$ cat config.mk
export PLATFORM = sky130hd
export DESIGN_NAME = from_boot_loader
export DESIGN_NICKNAME = d
export VERILOG_FILES = /design/src/rtl/from_boot_loader.sv
export SDC_FILE = /design/constraint.sdc
export NUM_CORES = 1
export LEC_CHECK = 0
export CORE_MARGIN = 4
export CORE_UTILIZATION = 49
export DETAILED_ROUTE_END_ITERATION = 8
export PLACE_DENSITY = 0.84
export SLEW_MARGIN = 0
export SYNTH_ARGS = -nofsm -noshare
export SYNTH_HDL_FRONTEND = slang
export SYNTH_SLANG_ARGS = --single-unit
$ cat constraint.sdc
create_clock -name wb_clk_i -period 4.05 [get_ports wb_clk_i]
set_input_delay 1.0125 -clock wb_clk_i [delete_from_list [all_inputs] [get_ports wb_clk_i]]
set_output_delay 1.0125 -clock wb_clk_i [all_outputs]
set_load 0.01 [all_outputs]
$ cat src/rtl/from_boot_loader.sv
// Boot-table loader: reads a byte-wide table from the FROM over one Wishbone master port
// and replays each 4-byte record as a 16-bit register write on a second master port.
module from_boot_loader #(
    parameter logic [15:0] FROM_BASE = 16'h0000,
    parameter logic [7:0]  MAGIC     = 8'hA5,
    parameter logic [15:0] TIMEOUT   = 16'd1023
) (
    input  logic        wb_clk_i,
    input  logic        wb_rst_i,
    input  logic        restart,
    output logic        rd_cyc_o,
    output logic        rd_stb_o,
    output logic        rd_we_o,
    output logic [15:0] rd_adr_o,
    input  logic [15:0] rd_dat_i,
    input  logic        rd_ack_i,
    output logic        wr_cyc_o,
    output logic        wr_stb_o,
    output logic        wr_we_o,
    output logic [15:0] wr_adr_o,
    output logic [15:0] wr_dat_o,
    input  logic        wr_ack_i,
    output logic        busy,
    output logic        done,
    output logic        error,
    output logic [1:0]  err_code,
    output logic [4:0]  rec_count
);

    typedef enum logic [2:0] {
        S_IDLE, S_RD_REQ, S_RD_WAIT, S_PARSE, S_WR_REQ, S_WR_WAIT, S_DONE, S_ERROR
    } state_t;

    state_t      state_q, state_d;
    logic [6:0]  idx_q, idx_d;
    logic [4:0]  n_q, n_d;
    logic [4:0]  cnt_q, cnt_d;
    logic [7:0]  byte_q, byte_d;
    logic [15:0] adr_q, adr_d;
    logic [15:0] dat_q, dat_d;
    logic [15:0] tmo_q, tmo_d;
    logic [1:0]  err_q, err_d;

    // Only the low byte of each FROM read carries table data.
    logic unused_rd_hi;
    assign unused_rd_hi = ^rd_dat_i[15:8];

    always_ff @(posedge wb_clk_i) begin
        if (!wb_rst_i) begin
            state_q <= S_IDLE;
            idx_q   <= 7'd0;
            n_q     <= 5'd0;
            cnt_q   <= 5'd0;
            byte_q  <= 8'd0;
            adr_q   <= 16'd0;
            dat_q   <= 16'd0;
            tmo_q   <= 16'd0;
            err_q   <= 2'd0;
        end else begin
            state_q <= state_d;
            idx_q   <= idx_d;
            n_q     <= n_d;
            cnt_q   <= cnt_d;
            byte_q  <= byte_d;
            adr_q   <= adr_d;
            dat_q   <= dat_d;
            tmo_q   <= tmo_d;
            err_q   <= err_d;
        end
    end

    always_comb begin
        state_d = state_q;
        idx_d   = idx_q;
        n_d     = n_q;
        cnt_d   = cnt_q;
        byte_d  = byte_q;
        adr_d   = adr_q;
        dat_d   = dat_q;
        tmo_d   = tmo_q;
        err_d   = err_q;
        case (state_q)
            S_IDLE: begin
                idx_d   = 7'd0;
                cnt_d   = 5'd0;
                err_d   = 2'd0;
                state_d = S_RD_REQ;
            end
            S_RD_REQ: begin
                tmo_d   = 16'd0;
                state_d = S_RD_WAIT;
            end
            S_RD_WAIT: begin
                if (rd_ack_i) begin
                    byte_d  = rd_dat_i[7:0];
                    state_d = S_PARSE;
                end else if (tmo_q >= TIMEOUT) begin
                    err_d   = 2'd3;
                    state_d = S_ERROR;
                end else if (tmo_q != 16'hFFFF) begin
                    tmo_d = tmo_q + 16'd1;
                end
            end
            S_PARSE: begin
                if (idx_q == 7'd0) begin
                    if (byte_q != MAGIC) begin
                        err_d   = 2'd1;
                        state_d = S_ERROR;
                    end else begin
                        idx_d   = idx_q + 7'd1;
                        state_d = S_RD_REQ;
                    end
                end else if (idx_q == 7'd1) begin
                    if (byte_q > 8'd31) begin
                        err_d   = 2'd2;
                        state_d = S_ERROR;
                    end else if (byte_q == 8'd0) begin
                        state_d = S_DONE;
                    end else begin
                        n_d     = byte_q[4:0];
                        idx_d   = idx_q + 7'd1;
                        state_d = S_RD_REQ;
                    end
                end else begin
                    // Record byte position is (idx-2) mod 4, i.e. idx[1:0] = 2,3,0,1.
                    case (idx_q[1:0])
                        2'd2:    adr_d = {byte_q, adr_q[7:0]};
                        2'd3:    adr_d = {adr_q[15:8], byte_q};
                        2'd0:    dat_d = {byte_q, dat_q[7:0]};
                        default: dat_d = {dat_q[15:8], byte_q};
                    endcase
                    if (idx_q[1:0] == 2'd1) begin
                        state_d = S_WR_REQ;
                    end else begin
                        idx_d   = idx_q + 7'd1;
                        state_d = S_RD_REQ;
                    end
                end
            end
            S_WR_REQ: begin
                tmo_d   = 16'd0;
                state_d = S_WR_WAIT;
            end
            S_WR_WAIT: begin
                if (wr_ack_i) begin
                    cnt_d = cnt_q + 5'd1;
                    if ((cnt_q + 5'd1) == n_q) begin
                        state_d = S_DONE;
                    end else begin
                        idx_d   = idx_q + 7'd1;
                        state_d = S_RD_REQ;
                    end
                end else if (tmo_q >= TIMEOUT) begin
                    err_d   = 2'd3;
                    state_d = S_ERROR;
                end else if (tmo_q != 16'hFFFF) begin
                    tmo_d = tmo_q + 16'd1;
                end
            end
            S_DONE, S_ERROR: begin
                if (restart) begin
                    err_d   = 2'd0;
                    cnt_d   = 5'd0;
                    idx_d   = 7'd0;
                    state_d = S_RD_REQ;
                end
            end
            default: state_d = S_IDLE;
        endcase
    end

    assign rd_cyc_o  = (state_q == S_RD_REQ);
    assign rd_stb_o  = (state_q == S_RD_REQ);
    assign rd_we_o   = 1'b0;
    assign rd_adr_o  = FROM_BASE + {9'd0, idx_q};
    assign wr_cyc_o  = (state_q == S_WR_REQ);
    assign wr_stb_o  = (state_q == S_WR_REQ);
    assign wr_we_o   = (state_q == S_WR_REQ);
    assign wr_adr_o  = adr_q;
    assign wr_dat_o  = dat_q;
    assign busy      = (state_q == S_RD_REQ) || (state_q == S_RD_WAIT) || (state_q == S_PARSE)
                    || (state_q == S_WR_REQ) || (state_q == S_WR_WAIT);
    assign done      = (state_q == S_DONE);
    assign error     = (state_q == S_ERROR);
    assign err_code  = err_q;
    assign rec_count = cnt_q;

endmodule

After elaboration in Yosys (flattened, before gate mapping)
Index checks and enable logic that the tools add are counted.

word-level totals
  register bits = 78
  latch bits = 0
  memory bits (writable) = 0
  memory bits (read-only) = 0
  output and inout bits = 64
  logic and storage cells = 116
  memories = 0

cells by class
  add/sub/neg operators = 3
  multiply operators = 0
  divide/modulo/power cells = 0
  magnitude comparators = 2
  eq/ne operators = 26
  shift-type cells = 0
  mux-type cells = 41
  bitwise gates (word level) = 8
  reduce and logical (&&, ||, !) cells = 25

operator list
  kind                     number
  $mux W16                 4
  $pmux W16 S2             2
  $mux W7                  9
  $pmux W16 S3             1
  $mux W3                  11
  $pmux W7 S4              1
  $reduce_and A5 Y1        5
  $pmux W3 S7              1
  $add A16 B1 Y16 const B  1
  $ge A16 B10 Y1 const B   1
  $mux W2                  8
  $ne A16 B16 Y1 const B   1
  $pmux W5 S3              1
  $eq A3 B3 Y1 const B     4
  $ne A3 B3 Y1 const B     4
  $ne A4 B4 Y1 const B     3
  $mux W5                  2
  $ne A2 B2 Y1 const B     5
  $pmux W2 S5              1
  $gt A8 B5 Y1 const B     1
  $logic_not A8 Y1         1
  $ne A8 B8 Y1 const B     1
  $not A1 Y1               8
  $reduce_and A8 Y1        1
  other kinds (19)         28

Longest topological paths before layout
  word-level depth = 6
  mapped depth = 9

Least setup slack after synthesis
OpenSTA, ideal clock, no wires.

  path type = input -> register
  start point = in wr_ack_i
  end point = reg idx_q[2]
  setup time = 0.117 ns
  arrival time = 2.472 ns
  setup slack = 1.461 ns
  cell stages on the path = 7
  path buffers = 1
  cell sequence = clkbuf_1 nor3b_1 o21a_1 a31oi_2 o21ai_1 or4b_1 a32o_1

on the way
  cells in the longest elaborated chain, start to end = 2

RTL lines
  item                         RTL line  RTL
  start, declared              22        input logic wr_ack_i,
  $ne A2 B2 Y1 (no line)       --
  $reduce_and A8 Y1 (no line)  --
  end signal, assigned         61        idx_q <= idx_d;
  end, declared                35        logic [6:0] idx_q, idx_d;

Every way passes these cells.
A chain may end at the register's enable or synchronous reset.

Final worst setup path
  start point = reg state_q[2]
  end point = out wr_cyc_o

on the way
  cells in the longest elaborated chain, start to end = 1

RTL lines
  item                    RTL line  RTL
  start, declared         34        state_t state_q, state_d;
  start signal, assigned  60        state_q <= state_d;
  $eq A3 B3 Y1            176       assign wr_cyc_o = (state_q == S_WR_REQ);
  end, declared           17        output logic wr_cyc_o,

Every way passes these cells.

==> run summary <==
The run finished with clean final reports. The clock sink count came out at 78. Setup violations remaining at the end of the flow were counted as 0. The number of pins with negative max-slew slack in the final report is 0. The share of the yosys chip area belonging to registers is 0.382.

The critical path is of the register to primary output type. The maximum number of pins on one net before global-route repair came out at 42. Across the run, the number of max-cap violations was 0. STA classifies the critical path startpoint as a register. The end-of-flow core utilization is 0.591. The number of instances in the synthesized netlist came out at 494.

The number of rows created at floorplan came out at 33. The clock period minus worst slack is 3.37 ns. The power density normalized to cell area is 431 nW/µm². The fraction of final layout cells sized beyond drive strength 1 is 0.0516. The length of the first detailed-routing pass in iterations is 5. In this run the clock root is driven by a sky130_fd_sc_hd__clkbuf_8.

The number of ports placed on the die boundary came out at 85. For this run, design rule violations remaining after detail routing come to 0. The signal arrival time at the worst endpoint came out at 2.36 ns.

The number of buffers and inverters on the critical path came out at 1. Static timing analysis puts the maximum clock frequency at 0.296 GHz. The number of buffers inserted during clock tree synthesis is 9. In this run the deepest clock path goes through 2 buffers.

Setup repair after global routing left no endpoint under its margin. The final count of hold timing violations came out at 0. The area growth from synthesis to final layout is 18.4%. The clock insertion delay at the later pin of the skew report is 0.36 ns. The slowest library cell on the worst path is sky130_fd_sc_hd__dfxtp_1. TritonCTS built the clock tree. The port buffer count came out at 66.

Leaving out fill and tap cells, the most frequent cells in the layout are sky130_fd_sc_hd__dfxtp_1, sky130_fd_sc_hd__clkdlybuf4s50_1, sky130_fd_sc_hd__nand2_1. The congestion estimate from routability-driven global placement came to 0.854. The post-detailed-route count of antenna-violating nets is 0. The post-placement setup slack is 0.744 ns. The tightest hold margin is 0.467 ns. Fill cells in the final layout number 711. Leaving out fill and tap cells, the most frequent cell in the layout is sky130_fd_sc_hd__dfxtp_1. The residual overflow from global routing is 0. The H-tree was split into 3 levels.

The post-synthesis average cell area is 8.27 µm². The area of the die came out at 9860 µm². The number of nets in the final layout came out at 568. The largest driver fanout on the critical path came out at 28.

Measured along the y axis, the die boundary spans 99.3 µm. In the synthesized netlist the dominant register cell turns out to be sky130_fd_sc_hd__dfxtp_1. The number of global-route vias before repair is 3582. The distinct cell type count of the synthesized netlist is 63. The number of buffers inserted for hold repair after clock tree synthesis is 0. The post-synthesis instance area came out at 4080 µm².

The critical path capture point type is a primary output. The post-detailed-route wirelength per cell is 15.2 µm. The initial antenna violation count came out at 0. For this configuration, the core starts out at a cell density of 0.500. The endpoint required time on the critical path is 3.04 ns. Gates resized during post-CTS repair numbered 0. The actual transition at the worst max-transition pin came out at 0.871 ns. The total negative setup slack came out at 0 ns. After the first detailed-routing iteration, the DRC count stood at 253. In this run the static leakage power is 0.00169 µW. The share of async-settable or async-resettable flops after synthesis came out at 0.

The total number of yosys warnings came out at 0. Counting flops with a built-in enable in the synthesized netlist gives 0. The setup slack of the critical path after layout came out at 0.676 ns. Traced cell by cell, the critical path runs through nand2b_1 > nor2_1 > clkdlybuf4s50_1.

Clock skew on the completed layout was measured at 0.00673 ns. The vias per cell came out at 5.77. The wire-length estimate of the detail-placed layout is 6950 µm. The number of diodes is 0. The gate family responsible for the most delay along the worst path is flip-flops. The worst max-slew margin expressed relative to the limit is 0.414. In this run, synthesis produced a sequential element count of 78. The peak supply drop came out at 0.249 mV. For this run, the total global-route usage over all layers was measured as 0.207. The post-CTS setup repair buffer count came out at 0.

The routed via count is 3738. The placeable core region came out at 8180 µm². The class of the most critical hold timing path is register to register. The delay of the slowest cell on the worst path is 0.84 ns. The die width came out at 99.3 µm.

For this block, the routed nets add up to 9870 µm of wire. The first-pass GRT wire length is 16700 µm. The clock input transition at the sequential cells of the worst setup and hold paths is 0.08 ns.

The share of the cycle needed by the critical path after routing is 0.833.
synth_stat cells, types with 12 or more instances:
master,number,area [µm²]
sky130_fd_sc_hd__nor2b_1,15,93.8
sky130_fd_sc_hd__nor2_1,35,131
sky130_fd_sc_hd__clkbuf_1,20,75.1
sky130_fd_sc_hd__o21ai_0,22,110
sky130_fd_sc_hd__dfxtp_1,78,1560
sky130_fd_sc_hd__a21boi_0,36,270
sky130_fd_sc_hd__nand2_1,59,221
sky130_fd_sc_hd__and3_1,12,75.1
sky130_fd_sc_hd__a21oi_1,23,115
sky130_fd_sc_hd__buf_4,16,120
sky130_fd_sc_hd__nand3_1,31,155
per-stage QoR:
step	instance area (µm²)	power (µW)	cells
after detailed placement	4650	1500	633
after CTS	4830	2080	648
after floorplan	4120	1360	503
after global routing	4830	2200	648
final	4830	2080	648
after global placement	4650	1480	633
power breakdown:
| group | leakage [µW] | internal, µW | total (µW) | switching [µW] |
|---|---|---|---|---|
| clock network | 0.0000927 | 284 | 589 | 305 |
| logic | 0.000972 | 247 | 593 | 346 |
| registers | 0.000629 | 803 | 899 | 96.0 |
routing by layer:
metal	up-vias	routed length (µm)	track usage
li1	1821	-	-
met1	1770	4380	0.259
met5	-	0	0
met3	20	695	0.0575
met4	0	156	0.0809
met2	127	4640	0.338
worst min-delay path: cells and delay by family (launching register included):
kind               cells  cell delay (ns)
AOI/OAI and AO/OA      1             0.06
DFF                    1             0.31
and+or+nand+nor        1             0.05
sequential cells by signal, indices dropped and copies added (netlist names):
register,flops
idx_q,7
n_q,5
err_code,2
wr_dat_o,16
byte_q,8
state_q,3
tmo_q,16
wr_adr_o,16
rec_count,5
layout make-up:
type / instances / area, µm² / area share
clock buffer: 10 / 128 / 0.0264
clock inverter: 5 / 60.1 / 0.0124
inverter: 6 / 22.5 / 0.00466
multi-input combinational: 377 / 2270 / 0.469
sequential: 78 / 1560 / 0.323
tap: 105 / 131 / 0.0272
timing repair buffer: 67 / 663 / 0.137
kinds of logic (layout without fill, tap and decap cells):
group / after synthesis / after routing / synth area share
other: 1 / 10 / 0.000918
buffers and inverters: 48 / 88 / 0.0705
muxes: 5 / 5 / 0.0123
xor gates and xnor gates: 8 / 8 / 0.0172
AOI/OAI and AO/OA: 121 / 121 / 0.199
adders and majority gates: 8 / 8 / 0.0245
DFF: 78 / 78 / 0.382
and+or+nand+nor: 225 / 225 / 0.293
path summary, 6_finish.rpt:
path                       startpoint  slack (ns)  depth (start not counted)                       end
min reg2reg  wr_dat_o[8]$_SDFFE_PN0P_        0.47                          2  wr_dat_o[8]$_SDFFE_PN0P_
min          wr_dat_o[8]$_SDFFE_PN0P_        0.47                          2  wr_dat_o[8]$_SDFFE_PN0P_
max reg2reg   state_q[1]$_SDFFE_PN0N_        1.19                          6     tmo_q[6]$_SDFFE_PN0P_
max           state_q[2]$_SDFFE_PN0N_        0.68                          3                  wr_cyc_o
Note: power is estimated with default switching activity, not from simulation.
